**src/rtl/uart_word_tx_if.sv**
```systemverilog
// uart_word_tx_if: valid/ready word handshake between the solver core and the UART word sender.
interface uart_word_tx_if #(
    parameter int WORD_BYTES = 8
);
    logic [8*WORD_BYTES-1:0] word_in;
    logic                    word_valid;
    logic                    word_ready;
    modport master (output word_in, output word_valid, input word_ready);
    modport slave  (input word_in, input word_valid, output word_ready);
endinterface

```
**src/rtl/uart_word_tx.sv**
```systemverilog
// uart_word_tx: sends a multi-byte word MSB byte first as UART frames with configurable parity, stop bits and gap.
module uart_word_tx #(
    parameter int CLK_FREQ   = 12_000_000,
    parameter int BAUD_RATE  = 921_600,
    parameter int WORD_BYTES = 8,
    parameter int PARITY     = 1,
    parameter int STOP_BITS  = 1,
    parameter int GAP_BITS   = 0
) (
    input  logic          sysclk,
    input  logic          rst_n,
    uart_word_tx_if.slave word_if,
    output logic          uart_rxd_out,
    output logic          busy,
    output logic          byte_strobe,
    output logic          done
);
    localparam int CPB     = CLK_FREQ / BAUD_RATE;
    localparam int TW      = CPB > 2 ? $clog2(CPB) : 1;
    localparam int BW      = WORD_BYTES > 1 ? $clog2(WORD_BYTES) : 1;
    localparam int W       = 8 * WORD_BYTES;
    localparam bit HAS_PAR = PARITY != 0;
    localparam bit HAS_GAP = GAP_BITS != 0;
    localparam bit ODD     = PARITY == 2;

    if (STOP_BITS < 1 || STOP_BITS > 2 || PARITY < 0 || PARITY > 2 || CPB < 2) begin : g_bad_param
        $error("uart_word_tx: unsupported STOP_BITS/PARITY/CLK_FREQ/BAUD_RATE combination");
    end

    typedef enum logic [2:0] {IDLE, START, DATA, PAR, STOP, GAP} state_t;

    state_t          state_q;
    logic [W-1:0]    word_q;
    logic [7:0]      cur_q;
    logic            par_q;
    logic [3:0]      cnt_q;
    logic [TW-1:0]   timer_q;
    logic [BW-1:0]   bc_q;
    logic            line_q, ready_q, busy_q, strobe_q, done_q;
    logic            tick, stop_last, next_byte, load;
    logic [7:0]      nxt;

    // cnt_q counts data bits, stop bits or gap periods depending on the state
    always_comb begin
        tick      = timer_q == '0;
        stop_last = cnt_q == 4'(STOP_BITS - 1);
        next_byte = tick && ((state_q == STOP && stop_last && bc_q != '0 && !HAS_GAP) ||
                             (state_q == GAP && cnt_q == 4'(GAP_BITS - 1)));
        load      = next_byte || (state_q == IDLE && word_if.word_valid);
        nxt       = state_q == IDLE ? word_if.word_in[W-1 -: 8] : word_q[W-1 -: 8];
    end

    always_ff @(posedge sysclk or negedge rst_n) begin
        if (!rst_n) begin
            state_q  <= IDLE;
            word_q   <= '0;
            cur_q    <= '0;
            par_q    <= 1'b0;
            cnt_q    <= '0;
            timer_q  <= '0;
            bc_q     <= '0;
            line_q   <= 1'b1;
            ready_q  <= 1'b1;
            busy_q   <= 1'b0;
            strobe_q <= 1'b0;
            done_q   <= 1'b0;
        end else begin
            strobe_q <= 1'b0;
            done_q   <= 1'b0;
            if (state_q == IDLE) begin
                if (word_if.word_valid) begin
                    word_q  <= word_if.word_in << 8;
                    bc_q    <= BW'(WORD_BYTES - 1);
                    ready_q <= 1'b0;
                    busy_q  <= 1'b1;
                end
            end else if (!tick) begin
                timer_q <= timer_q - 1'b1;
            end else begin
                timer_q <= TW'(CPB - 1);
                cnt_q   <= '0;
                case (state_q)
                    START: begin
                        state_q <= DATA;
                        line_q  <= cur_q[0];
                        cur_q   <= cur_q >> 1;
                    end
                    DATA: if (cnt_q == 4'd7) begin
                        state_q <= HAS_PAR ? PAR : STOP;
                        line_q  <= HAS_PAR ? par_q : 1'b1;
                    end else begin
                        cnt_q  <= cnt_q + 1'b1;
                        line_q <= cur_q[0];
                        cur_q  <= cur_q >> 1;
                    end
                    PAR: begin
                        state_q <= STOP;
                        line_q  <= 1'b1;
                    end
                    STOP: if (!stop_last) cnt_q <= cnt_q + 1'b1;
                    else if (bc_q == '0) begin
                        state_q <= IDLE;
                        ready_q <= 1'b1;
                        busy_q  <= 1'b0;
                        done_q  <= 1'b1;
                    end else if (HAS_GAP) state_q <= GAP;
                    GAP: if (cnt_q != 4'(GAP_BITS - 1)) cnt_q <= cnt_q + 1'b1;
                    default: state_q <= IDLE;
                endcase
            end
            // a new frame starts either from IDLE on accept or straight out of STOP/GAP
            if (load) begin
                state_q  <= START;
                line_q   <= 1'b0;
                strobe_q <= 1'b1;
                timer_q  <= TW'(CPB - 1);
                cur_q    <= nxt;
                par_q    <= (^nxt) ^ ODD;
            end
            if (next_byte) begin
                word_q <= word_q << 8;
                bc_q   <= bc_q - 1'b1;
            end
        end
    end

    assign word_if.word_ready = ready_q;
    assign uart_rxd_out       = line_q;
    assign busy               = busy_q;
    assign byte_strobe        = strobe_q;
    assign done               = done_q;
endmodule
```
**src/flat_wrapper.sv**
```systemverilog
// flat-port wrapper written by rule: the top's interface ports become plain ports
module uart_word_tx_flat 
#(
    parameter int CLK_FREQ   = 12_000_000,
    parameter int BAUD_RATE  = 921_600,
    parameter int WORD_BYTES = 8,
    parameter int PARITY     = 1,
    parameter int STOP_BITS  = 1,
    parameter int GAP_BITS   = 0
)
  (sysclk, rst_n, uart_rxd_out, busy, byte_strobe, done, word_if_word_in, word_if_word_valid, word_if_word_ready);
  uart_word_tx_if #(.WORD_BYTES(WORD_BYTES)) word_if_i ();
  input  logic sysclk;
  input  logic rst_n;
  output logic uart_rxd_out;
  output logic busy;
  output logic byte_strobe;
  output logic done;
  input wire logic [$bits(word_if_i.word_in)-1:0] word_if_word_in;
  input wire logic [$bits(word_if_i.word_valid)-1:0] word_if_word_valid;
  output wire logic [$bits(word_if_i.word_ready)-1:0] word_if_word_ready;
  assign word_if_i.word_in = word_if_word_in;
  assign word_if_i.word_valid = word_if_word_valid;
  assign word_if_word_ready = word_if_i.word_ready;
  uart_word_tx #(.CLK_FREQ(CLK_FREQ), .BAUD_RATE(BAUD_RATE), .WORD_BYTES(WORD_BYTES), .PARITY(PARITY), .STOP_BITS(STOP_BITS), .GAP_BITS(GAP_BITS)) u_core (.sysclk(sysclk), .rst_n(rst_n), .word_if(word_if_i), .uart_rxd_out(uart_rxd_out), .busy(busy), .byte_strobe(byte_strobe), .done(done));
endmodule
```
**config.mk**
```make
export PLATFORM = sky130hd
export DESIGN_NAME = uart_word_tx_flat
export DESIGN_NICKNAME = d
export VERILOG_FILES = /design/src/rtl/uart_word_tx_if.sv /design/src/rtl/uart_word_tx.sv /design/src/flat_wrapper.sv
export SDC_FILE = /design/constraint.sdc
export NUM_CORES = 1
export LEC_CHECK = 0
export CORE_ASPECT_RATIO = 1.4
export CORE_MARGIN = 2
export CORE_UTILIZATION = 34
export CTS_BUF_LIST = sky130_fd_sc_hd__clkbuf_2 sky130_fd_sc_hd__clkbuf_4 sky130_fd_sc_hd__clkbuf_8
export DETAILED_ROUTE_END_ITERATION = 8
export HOLD_SLACK_MARGIN = 0.12
export PLACE_DENSITY = 0.56
export SETUP_SLACK_MARGIN = 0.1
export SLEW_MARGIN = 5
export SYNTH_ARGS = -nofsm -noshare
export SYNTH_HDL_FRONTEND = slang
export SYNTH_SLANG_ARGS = --single-unit
```
**constraint.sdc**
```tcl
create_clock -name sysclk -period 5.12 [get_ports sysclk]
set_clock_uncertainty 0.2 [all_clocks]
set_input_delay 0.768 -clock sysclk [delete_from_list [all_inputs] [get_ports sysclk]]
set_output_delay 0.768 -clock sysclk [all_outputs]
set_load 0.05 [all_outputs]
```
Word-level counts from Yosys, hierarchy flattened --
Index checks and enable logic that the tools add are counted.
Word-level totals: flip-flop bits (word level) 92, output and inout port bits 5
Operators by class: add/sub/neg operators 3, equality and inequality tests 15, multiplexer cells 49, bitwise operators 1, reductions and logical operators 28
Operators with widths (count):
- 64-bit 2-to-1 mux | 3
- 8-bit 2-to-1 mux | 5
- 3-bit 2-to-1 mux | 9
- 4-bit 2-to-1 mux | 6
- 1-bit 2-to-1 mux | 22
- 8-bit one-hot mux with 2 select lines | 1
- 3-bit one-hot mux with 5 select lines | 1
- 2-bit nonzero test | 7
- 4-bit one-hot mux with 3 select lines | 1
- 4-bit zero test | 2
- 8-bit XOR reduction | 1
- 3-bit by 2-bit == test with 1-bit output (second input constant) | 2
- 3-bit == test (second input constant) | 2
- 3-bit zero test | 2
- 3-bit by 1-bit inequality test with 1-bit output (second input constant) | 2
- 3-bit by 2-bit inequality test with 1-bit output (second input constant) | 2
- 6-bit AND reduction | 1
- 3-bit nonzero test | 2
- 1-bit logical AND | 5
- 5-bit AND reduction | 1
- 4-bit by 1-bit adder with 4-bit output (second input constant) | 1
- 4-bit by 3-bit == test with 1-bit output (second input constant) | 1
- 4-bit == test (second input constant) | 1
- 2-bit by 1-bit inequality test with 1-bit output (second input constant) | 2
- 12 further kinds | 14

Longest topological paths before layout --
Gate-level depths: netlist of run 1.
word-level depth 8, mapped depth 9

Worst setup path after synthesis of run 1 --
No wires, ideal clock.
kind flip-flop to flip-flop, from register u_core.timer_q[0], to register u_core.word_q[57], arrival time 1.916 ns, required time 4.794 ns, path slack 2.878 ns, stages on the path, launching flop included 10, clock period less this slack 2.242 ns, path through dfrtp_1 inv_1 ha_1 or3b_1 buf_2 a21oi_4 nor2_1 buf_6 buf_6 a221o_1
Between the ends: longest elaborated chain between the ends 4
RTL lines:
- start, declared | line uart_word_tx.sv:37 | logic [TW-1:0] timer_q;
- start signal, assigned | line uart_word_tx.sv:78 | timer_q <= timer_q - 1'b1;
- start signal, assigned | line uart_word_tx.sv:80 | timer_q <= TW'(CPB - 1);
- start signal, assigned | line uart_word_tx.sv:116 | timer_q <= TW'(CPB - 1);
- 4-bit zero test * | line uart_word_tx.sv:45 | tick = timer_q == '0;
- 1-bit logical AND * | line uart_word_tx.sv:47 | next_byte = tick && ((state_q == STOP && stop_last && bc_q != '0 && !HAS_GAP) ||
- 2-bit nonzero test (no source line)
- 2-bit AND reduction (no source line)
- end signal, assigned | line uart_word_tx.sv:72 | word_q <= word_if.word_in << 8;
- end signal, assigned | line uart_word_tx.sv:121 | word_q <= word_q << 8;
- end, declared | line uart_word_tx.sv:33 | logic [W-1:0] word_q;
Mark *: on every way between the ends. The rest lies on a longest branch, timed or not. A chain may end at the register's enable or synchronous reset.

Worst setup path in the final report of run 1 --
from register u_core.cnt_q[0], to register u_core.timer_q[1]
Between the ends: longest elaborated chain between the ends 7
RTL lines:
- start, declared | line uart_word_tx.sv:36 | logic [3:0] cnt_q;
- start signal, assigned | line uart_word_tx.sv:92 | cnt_q <= cnt_q + 1'b1;
- start signal, assigned | line uart_word_tx.sv:100 | STOP: if (!stop_last) cnt_q <= cnt_q + 1'b1;
- start signal, assigned | line uart_word_tx.sv:107 | GAP: if (cnt_q != 4'(GAP_BITS - 1)) cnt_q <= cnt_q + 1'b1;
- 4-bit zero test | line uart_word_tx.sv:46 | stop_last = cnt_q == 4'(STOP_BITS - 1);
- 1-bit logical AND (2 in series) | line uart_word_tx.sv:47
- 1-bit logical OR * | line uart_word_tx.sv:47
- 1-bit logical AND * | line uart_word_tx.sv:47
- 1-bit logical OR * | line uart_word_tx.sv:49 | load = next_byte || (state_q == IDLE && word_if.word_valid);
- 2-bit by 1-bit inequality test with 1-bit output (no source line) or 4-bit 2-to-1 mux (tied branches)
Marked as above.

==> impl_metrics.csv, run 1 <==
group,metric,value,unit
routing,drtIter0Drc,178,
grt,first_global_vias,3280,
critical_path,path_class,"flop to flop",
grt,grt_antenna_before_repair,0,
timing,fmax,0.314,GHz
timing,tns,0,ns
critical_path,reg2reg_to,"u_core.timer_q[1]",
clock_tree,ctsHoldBuffers,0,
floorplan,die_y,133,um
synthesis,yosysSeqAreaShare,52.4,%
clock_tree,cts_buffers,9,
synthesis,synthFlopType,"dfrtp_1",
critical_path,r2r-start,"u_core.cnt_q[0]",
critical_path,crit_family,"buffers and inverters",
pwr,design_power_total,2.53,mW
clock_tree,cts_resized,0,
min_path,hold_path_class,"primary input to async pin",
floorplan,initial_core_util,35.2,%
routing,routedWlPerCell,17.5,um
outcome,outcome,"finished clean",
critical_path,path_buf_inv,2,
grt,grt_pass1_wl,16.9,mm
critical_path,crit_slowest_cell,"clkinv_1",
critical_path,crit_chain,"ha_1, and3_1, nand3_1, a21oi_4, nor2_2, buf_4, clkinv_1, o32ai_1",
routing,drc_errors,0,
layout,syn_to_final_growth,25.3,%
layout,fin_nets,514,
synthesis,mappedNetlistNets,453,
critical_path,worstRegToRegCells,8,
layout,final_layout_size_suffix_gt1_share,6.50,%
clock_tree,htreeDepth,3,
floorplan,rows,46,
timing,worstMarginPinSlew,1.10,ns
critical_path,arrival,3.24,ns
routing,viasPerCell,5.38,
placed_design,io_buffers,71,
placed_design,gp_congestion,0.798,
critical_path,endpoint_kind,"flop",
grt,globalRouteTotalUtil,17.3,%
critical_path,path_max_fanout,38,
floorplan,die_w,95.8,um
pwr,leakage,2.20,nW
layout,final_area,0.00503,mm2
critical_path,rrSetupSlack,1.94,ns
synthesis,synth_top_area_share,51.1,%
clock_tree,cts_sinks,84,
synthesis,ys_async_sr_fraction,100,%
layout,stdcell_count,590,
timing,hold_viol,0,
timing,slew_headroom,26.5,%
placed_design,dp_hpwl,6.94,mm
timing,drv_slew,0,
clock_tree,cts_max_path_buffers,2,
synthesis,synthTopCellsByArea,"dfrtp_1 51%, a221o_1 7.7%, a22oi_1 4.5%",
clock_tree,cts_root_buf,"clkbuf_8",
synthesis,post-synth-top-area-cell,"dfrtp_1",
job,max_cap_viol_count,0,
timing,setup_violations,0,
placed_design,place_area,0.00482,mm2
routing,drtPass1Iterations,4,
floorplan,io_pins,72,
critical_path,cp.required,5.17,ns
timing,holdWs,0.167,ns
synthesis,syn_area,0.00401,mm2
routing,ant_nets,0,
timing,rsz0062_at_grt,"no",
grt,grt_max_degree,63,
synthesis,synth_cells,381,
layout,diodes,0,
clock_tree,worstSkewPairLatency,0.36,ns
routing,wl,10.3,mm
clock_tree,clk_transition_reported_paths,0.08,ns
synthesis,synth_edf_count,0,
floorplan,core,0.0114,mm2
synthesis,syn_avg_cell_area,10.5,um2
timing,finalCriticalPeriod,3.18,ns
timing,timing.final.crit_share,62.2,%
clock_tree,cts_setup_buffers,0,
placed_design,placed_cells,575,
critical_path,critPathLaunchType,"flop",
synthesis,synth_warnings,0,
routing,num_vias,3175,
floorplan,die_area,0.0127,mm2
clock_tree,cts_tree,"built",
grt,overflow,0,
synthesis,ys_ff_latch,84,
pwr,cellPowerDensity,504,mW/mm2
pwr,ir_drop,0.189,mV
critical_path,slowest_delay,0.72,ns
synthesis,synth_cell_types,46,
[worst max path at each step]
stage	slack, ns	from	to	cells after the start
2_1_floorplan	2.88	u_core.timer_q[0]	u_core.word_q[57]	9
3_3_place_gp	1.67	word_if_word_valid	u_core.timer_q[1]	7
3_5_place_dp	1.61	word_if_word_valid	u_core.timer_q[1]	7
4_1_cts	1.90	u_core.cnt_q[0]	u_core.timer_q[1]	8
5_1_grt	1.66	u_core.cnt_q[0]	u_core.timer_q[1]	8
6_report	1.94	u_core.cnt_q[0]	u_core.timer_q[1]	8
[where the power goes]
group | switching, mW | total, mW | leakage (nW) | internal (mW)
registers | 0.216 | 1.19 | 1.02 | 0.976
clock network | 0.233 | 0.508 | 0.110 | 0.274
logic | 0.400 | 0.832 | 1.07 | 0.432
total | 0.849 | 2.53 | 2.20 | 1.68
[synth_stat cells, drive strengths merged, types with 2 or more instances]
library cell / instances
nor2b: 2
a21oi: 16
mux2i: 14
inv: 32
dfrtp: 82
a221o: 31
a22o: 8
o21ai: 30
nor3: 9
a22oi: 24
nor2: 35
nand2b: 3
nand3b: 2
ha: 5
or3b: 2
o2bb2ai: 2
a21o: 3
or3: 2
xnor2: 13
dfstp: 2
clkbuf: 15
o32ai: 2
a31oi: 3
nor3b: 3
nand3: 7
nand2: 11
buf: 10
[worst register-to-register path, stage by stage, from the launching register on]
cell	delay, ns
dfrtp_1	0.42
ha_1	0.26
and3_1	0.22
nand3_1	0.16
a21oi_4	0.08
nor2_2	0.11
buf_4	0.40
clkinv_1	0.73
o32ai_1	0.50
[cell type report]
type | count | area (um2)
fill | 1125 | 6370
multi-input combinational | 239 | 1670
timing repair buffer | 75 | 738
clock buffer | 14 | 180
clock inverter | 1 | 30.0
tap | 144 | 180
inverter | 33 | 124
sequential | 84 | 2100
[metrics by stage]
step,setup slack [ns],utilization (%)
floorplan,2.88,-
global placement,1.67,42.3
detailed placement,1.61,42.3
CTS,1.90,44.1
global route,1.66,44.1
finish,1.94,44.1
[flip-flops by register name (all words and copies together) (netlist names)]
register / count
u_core.busy: 1
u_core.byte_strobe: 1
u_core.word_q: 56
u_core.done: 1
u_core.cnt_q: 4
u_core.word_if.word_ready: 1
u_core.uart_rxd_out: 1
u_core.timer_q: 4
u_core.bc_q: 3
u_core.par_q: 1
u_core.cur_q: 8
u_core.state_q: 3
[cell usage in the layout (no fill, tap or decap), drive strengths merged, types with 14 or more instances in the layout]
cell           count
a21oi             16
a221o             31
a22oi             24
clkbuf            14
clkdlybuf4s50     70
dfrtp             82
inv               32
mux2i             14
nor2              35
o21ai             30
[layer usage]
metal | track usage (%) | wire length, um
met4 | 7.86 | 250
met2 | 27.7 | 5220
met3 | 3.25 | 381
met5 | 0 | 0
met1 | 22.6 | 4440
[cells by family (layout without fill, tap and decap cells)]
logic type	count (synthesis)	in the layout	share of synthesized area, %
adders and majority gates	5	5	1.56
muxes	14	14	3.49
xor gates and xnor gates	14	14	3.06
AOI/OAI and AO/OA	125	125	23.2
and+or+nand+nor	81	81	10.2
buffers and inverters	58	123	6.11
DFF	84	84	52.4
Note: power is estimated with default switching activity, not from simulation.
==> run 2, diff against run 1 <==
- PLACE_DENSITY: 0.56 -> 0.58
- clock period: 5.12 -> 2.6 ns (I/O delays scaled with it)
==> impl_metrics.csv, run 2 (synthesis results as in run 1) <==
group,metric,value,unit
routing,drc_errors,0,
layout,fin_nets,526,
outcome,outcome,"finished clean",
pwr,switching_share,34.6,%
grt,overflow,0,
layout,final_common_cell,"dfrtp_1",
job,max_cap_viol_count,0,
layout,largest_reg_flops,56,
pwr,p_int,3.28,mW
floorplan,initial_core_util,35.2,%
clock_tree,clk_transition_reported_paths,0.09,ns
pwr,design_power_total,5.02,mW
layout,final_layout_size_suffix_gt1_share,9.59,%
critical_path,crit_chain,"inv_1, ha_1, or3b_4, a21oi_4, nor2_2, buf_4, a221o_1",
layout,fillerInstances,1105,
critical_path,endpoint_kind,"flop",
clock_tree,worstSkewPairLatency,0.37,ns
floorplan,die_y,133,um
clock_tree,cts_root_buf,"clkbuf_8",
grt,globalRouteTotalUtil,16.9,%
routing,drtIter0Drc,149,
routing,ant_nets,0,
layout,stdcell_count,603,
routing,wl,10.1,mm
routing,drtPass1Iterations,4,
timing,hold_viol,0,
placed_design,placed_cells,586,
grt,grt_antenna_before_repair,0,
placed_design,dp_hpwl,7.23,mm
pwr,leakage,2.26,nW
critical_path,r2r-start,"u_core.timer_q[0]",
clock_tree,cts_sinks,84,
clock_tree,htreeDepth,3,
floorplan,core,0.0114,mm2
pwr,pwr-share-comb,33.6,%
pwr,cellPowerDensity,972,mW/mm2
critical_path,slowest_delay,0.47,ns
grt,grt_max_degree,61,
critical_path,arrival,2.40,ns
routing,viasPerCell,5.38,
floorplan,die_area,0.0127,mm2
clock_tree,cts_max_path_buffers,2,
critical_path,cp-startpoint,"u_core.timer_q[0]",
placed_design,io_buffers,71,
floorplan,die_w,95.8,um
pwr,seqPwrFrac,47.2,%
routing,num_vias,3243,
clock_tree,cts_tree,"built",
clock_tree,cts_buffers,9,
pwr,p_sw,1.73,mW
grt,grt_pass1_wl,16.6,mm
min_path,hold_path_class,"primary input to async pin",
layout,reg_top3,"u_core.word_q (56), u_core.cur_q (8)",
critical_path,path_buf_inv,2,
critical_path,rrSetupSlack,0.25,ns
timing,rsz0062_at_grt,"no",
pwr,ir_drop,0.377,mV
timing,tns,0,ns
placed_design,gp_congestion,0.825,
grt,first_global_vias,3327,
critical_path,crit_slowest_cell,"or3b_4",
critical_path,path_max_fanout,26,
critical_path,cp.required,2.65,ns
layout,final_area,0.00516,mm2
critical_path,reg2reg_to,"u_core.word_q[59]",
layout,top_register,"u_core.word_q",
timing,slew_headroom,54.7,%
layout,diodes,0,
timing,setup_violations,0,
floorplan,io_pins,72,
timing,timing.final.crit_share,90.3,%
timing,drv_slew,0,
critical_path,path_class,"flop to flop",
placed_design,place_area,0.00494,mm2
floorplan,rows,46,
critical_path,crit_family,"compound AO/OA/AOI/OAI gates",
layout,multi_input_area,0.00168,mm2
timing,fmax,0.426,GHz
critical_path,critPathLaunchType,"flop",
routing,routedWlPerCell,16.8,um
layout,regArea,0.00211,mm2
layout,mostFrequentLayoutCells,"81 x dfrtp_1, 70 x clkdlybuf4s50_1, 34 x nor2_1",
pwr,clkPwrFrac,19.2,%
layout,syn_to_final_growth,28.6,%
timing,finalCriticalPeriod,2.35,ns
timing,worstMarginPinSlew,0.680,ns
critical_path,worstRegToRegCells,7,
-- run 2: cell types whose count changed in the layout (fill, tap and decap cells not counted), moves of 2 or more --
cell / previous run / this run
buf_12: 0 / 3
buf_4: 5 / 13
clkbuf_8: 12 / 9
clkinvlp_4: 0 / 2
inv_6: 0 / 2
-- run 2: worst max path at each step --
stage / end / cells after the start
6_report: u_core.word_q[59] / 7
5_1_grt: u_core.cnt_q[3] / 5
4_1_cts: u_core.word_q[59] / 7
3_5_place_dp: u_core.cur_q[2] / 6
3_3_place_gp: u_core.cur_q[2] / 6
2_1_floorplan: u_core.word_q[57] / 9
-- run 2: power groups by stage --
stage / Sequential (mW) / Combinational (mW) / Clock [mW]
after floorplan: 2.27 / 1.24 / 0
after global placement: 2.36 / 1.64 / 0
after detailed placement: 2.37 / 1.70 / 0
after CTS: 2.36 / 1.70 / 0.983
after global routing: 2.44 / 1.89 / 1.05
final: 2.37 / 1.69 / 0.963
-- run 2: area by class of cell --
| cell class | instances | area share [%] |
|---|---|---|
| clock buffer | 10 | 2.55 |
| clock inverter | 6 | 1.38 |
| inverter | 33 | 2.40 |
| multi-input combinational | 239 | 32.5 |
| sequential | 84 | 40.8 |
| tap | 144 | 3.49 |
| timing repair buffer | 87 | 16.8 |
-- run 2: worst reg2reg max path, cell delays in order (launching register included) --
cell and delay, ns:
dfrtp_1 0.40, inv_1 0.08, ha_1 0.21, or3b_4 0.47, a21oi_4 0.23, nor2_2 0.09
buf_4 0.23, a221o_1 0.34
-- run 2: metrics by stage --
stage                     hold WS (ns)  utilization, %  setup WS [ns]
after detailed placement         0.110            43.3          0.165
after floorplan                 -0.106               -          0.358
after global placement           0.109            43.3          0.197
after global routing             0.278            45.3          0.116
final                            0.246            45.3          0.253
after CTS                        0.258            45.2          0.169
-- run 2: per-layer routing --
metal  track usage, %  up-vias  part of all wire [%]
met5                0        -                     0
met4             6.90        0                   2.1
met3             3.42       16                   4.3
met2             27.7       83                    51
met1             21.4     1604                    43
li1                 -     1540                     -
-- run 2: what timing repair did --
action,CTS,global route
buffers inserted,0,0
resized for setup,0,3
hold buffers,1,0
setup endpoints to repair,0,36
endpoints found under the hold margin,58,0
==> run 3, diff against run 2 <==
- CORE_UTILIZATION: 34 -> 49
- PLACE_DENSITY: 0.58 -> 0.78
==> impl_metrics.csv, run 3 (synthesis results as in run 1) <==
group,metric,value,unit
critical_path,path_class,"flop to flop",
timing,slew_headroom,54.5,%
outcome,outcome,"finished clean",
placed_design,pre_cts_ws,-0.410,ns
placed_design,gp_congestion,0.848,
grt,globalRouteTotalUtil,24.0,%
grt,grt_antenna_before_repair,0,
clock_tree,cts_setup_buffers,0,
pwr,leakage,2.30,nW
grt,first_global_vias,3436,
clock_tree,cts_root_buf,"clkbuf_8",
critical_path,arrival,2.45,ns
routing,viasPerCell,5.82,
critical_path,path_max_fanout,34,
routing,top_layer,"met4",
layout,final_util,64.1,%
timing,setup_violations,0,
critical_path,endpoint_kind,"flop",
grt,overflow,0,
floorplan,rows,39,
floorplan,core,0.00805,mm2
layout,final_layout_size_suffix_gt1_share,10.6,%
clock_tree,worstSkewPairLatency,0.36,ns
routing,drtPass1Iterations,5,
timing,drv_slew,0,
floorplan,die_w,80.5,um
critical_path,worstRegToRegCells,9,
routing,dr_wl_met3,414,um
pwr,cellPowerDensity,983,mW/mm2
placed_design,dp_hpwl,7.06,mm
layout,fin_nets,531,
routing,routedWlPerCell,17.5,um
floorplan,die_y,111,um
routing,dr_wl_met2,5.37,mm
grt,grt_max_degree,64,
timing,holdWs,0.271,ns
floorplan,io_pins,72,
clock_tree,htreeDepth,3,
timing,rsz0062_at_grt,"yes",
critical_path,cp.required,2.64,ns
timing,timing.final.crit_share,92.6,%
min_path,hold_path_class,"primary input to async pin",
layout,reg_top3,"u_core.word_q (56), u_core.cur_q (8)",
job,max_cap_viol_count,0,
critical_path,reg2reg_to,"u_core.cur_q[4]",
clock_tree,cts_max_path_buffers,2,
critical_path,critPathLaunchType,"flop",
routing,drtIter0Drc,234,
layout,final_common_cell,"dfrtp_1",
clock_tree,cts_buffers,9,
critical_path,cp-startpoint,"u_core.cnt_q[0]",
routing,num_vias,3295,
critical_path,slowest_delay,0.42,ns
critical_path,rrSetupSlack,0.19,ns
timing,fin_ws,0.192,ns
routing,drc_errors,0,
routing,ant_nets,0,
pwr,design_power_total,5.08,mW
critical_path,r2r-start,"u_core.cnt_q[0]",
critical_path,crit_slowest_cell,"dfrtp_1",
floorplan,die_area,0.00894,mm2
routing,wl_met1,3.94,mm
floorplan,initial_core_util,49.8,%
routing,wl,9.92,mm
layout,mostFrequentLayoutCells,"82 x dfrtp_1, 70 x clkdlybuf4s50_1, 34 x nor2_1",
placed_design,io_buffers,71,
timing,finalCriticalPeriod,2.41,ns
grt,grt_pass1_wl,16.4,mm
pwr,ir_drop,0.465,mV
critical_path,crit_chain,"inv_1, ha_1, nor3b_2, nand4_1, a21oi_4, buf_12, nor3_1, buf_4, a221o_1",
layout,diodes,0,
clock_tree,clk_transition_reported_paths,0.09,ns
clock_tree,cts_tree,"built",
layout,largest_reg_flops,56,
layout,syn_to_final_growth,28.6,%
timing,worstMarginPinSlew,0.683,ns
clock_tree,cts_sinks,84,
timing,hold_viol,0,
layout,top_register,"u_core.word_q",
timing,fmax,0.415,GHz
## run 3: cell count changes in the layout (fill, tap and decap cells not counted), sizes merged
cell and change:
inv +1, clkinv -1, buf +5
## run 3: what timing repair did
item | 4_1_cts | 5_1_grt
resized for setup | 3 | 5
pin swaps | 1 | 0
hold buffers | 1 | 0
endpoints found under the hold margin | 82 | 0
setup endpoints to repair | 52 | 30
## run 3: how the worst max path moves through the flow
stage               slack, ns                end
floorplan                0.36  u_core.word_q[57]
global placement        -0.28    u_core.cur_q[3]
detailed placement      -0.41  u_core.word_q[35]
CTS                      0.09  u_core.word_q[53]
global route             0.02    u_core.cur_q[4]
finish                   0.19    u_core.cur_q[4]
## run 3: critical path, delay by kind of cell, from the launching register on
family / cells / cell delay, ns
AO/OA/AOI/OAI: 2 / 0.55
adder cells (fa/ha/maj): 1 / 0.17
buffers and inverters: 3 / 0.47
AND/OR/NAND/NOR: 3 / 0.49
flip-flops: 1 / 0.42
## run 3: report_power, final
group          switching, mW  total [mW]  internal [mW]  leakage, nW
clock                  0.491       0.969          0.478       0.0995
combinational          0.847        1.77          0.923         1.18
sequential             0.413        2.34           1.92         1.02
## run 3: through the flow
stage          cell area [um2]  TNS (ns)  cells
6_report                  5160         0    566
5_1_grt                   5160         0    566
4_1_cts                   5140         0    566
3_5_place_dp              4910     -9.34    549
3_3_place_gp              4910     -6.00    549
2_1_floorplan             4010         0    381
## run 3: cell type report
| class | count | area, um2 |
|---|---|---|
| fillers | 652 | 2890 |
| flip-flops and latches | 84 | 2100 |
| multi-input cells | 239 | 1690 |
| repair buffers | 92 | 906 |
| clock buffers | 10 | 138 |
| well taps | 102 | 128 |
| inverters | 33 | 126 |
| clock inverters | 6 | 71.3 |
## run 3: per-layer routing
| layer | vias to the layer above | global-route usage (%) |
|---|---|---|
| met5 | - | 0 |
| met4 | 0 | 9.04 |
| met3 | 14 | 5.05 |
| met2 | 80 | 41.3 |
| met1 | 1658 | 29.1 |
| li1 | 1543 | - |
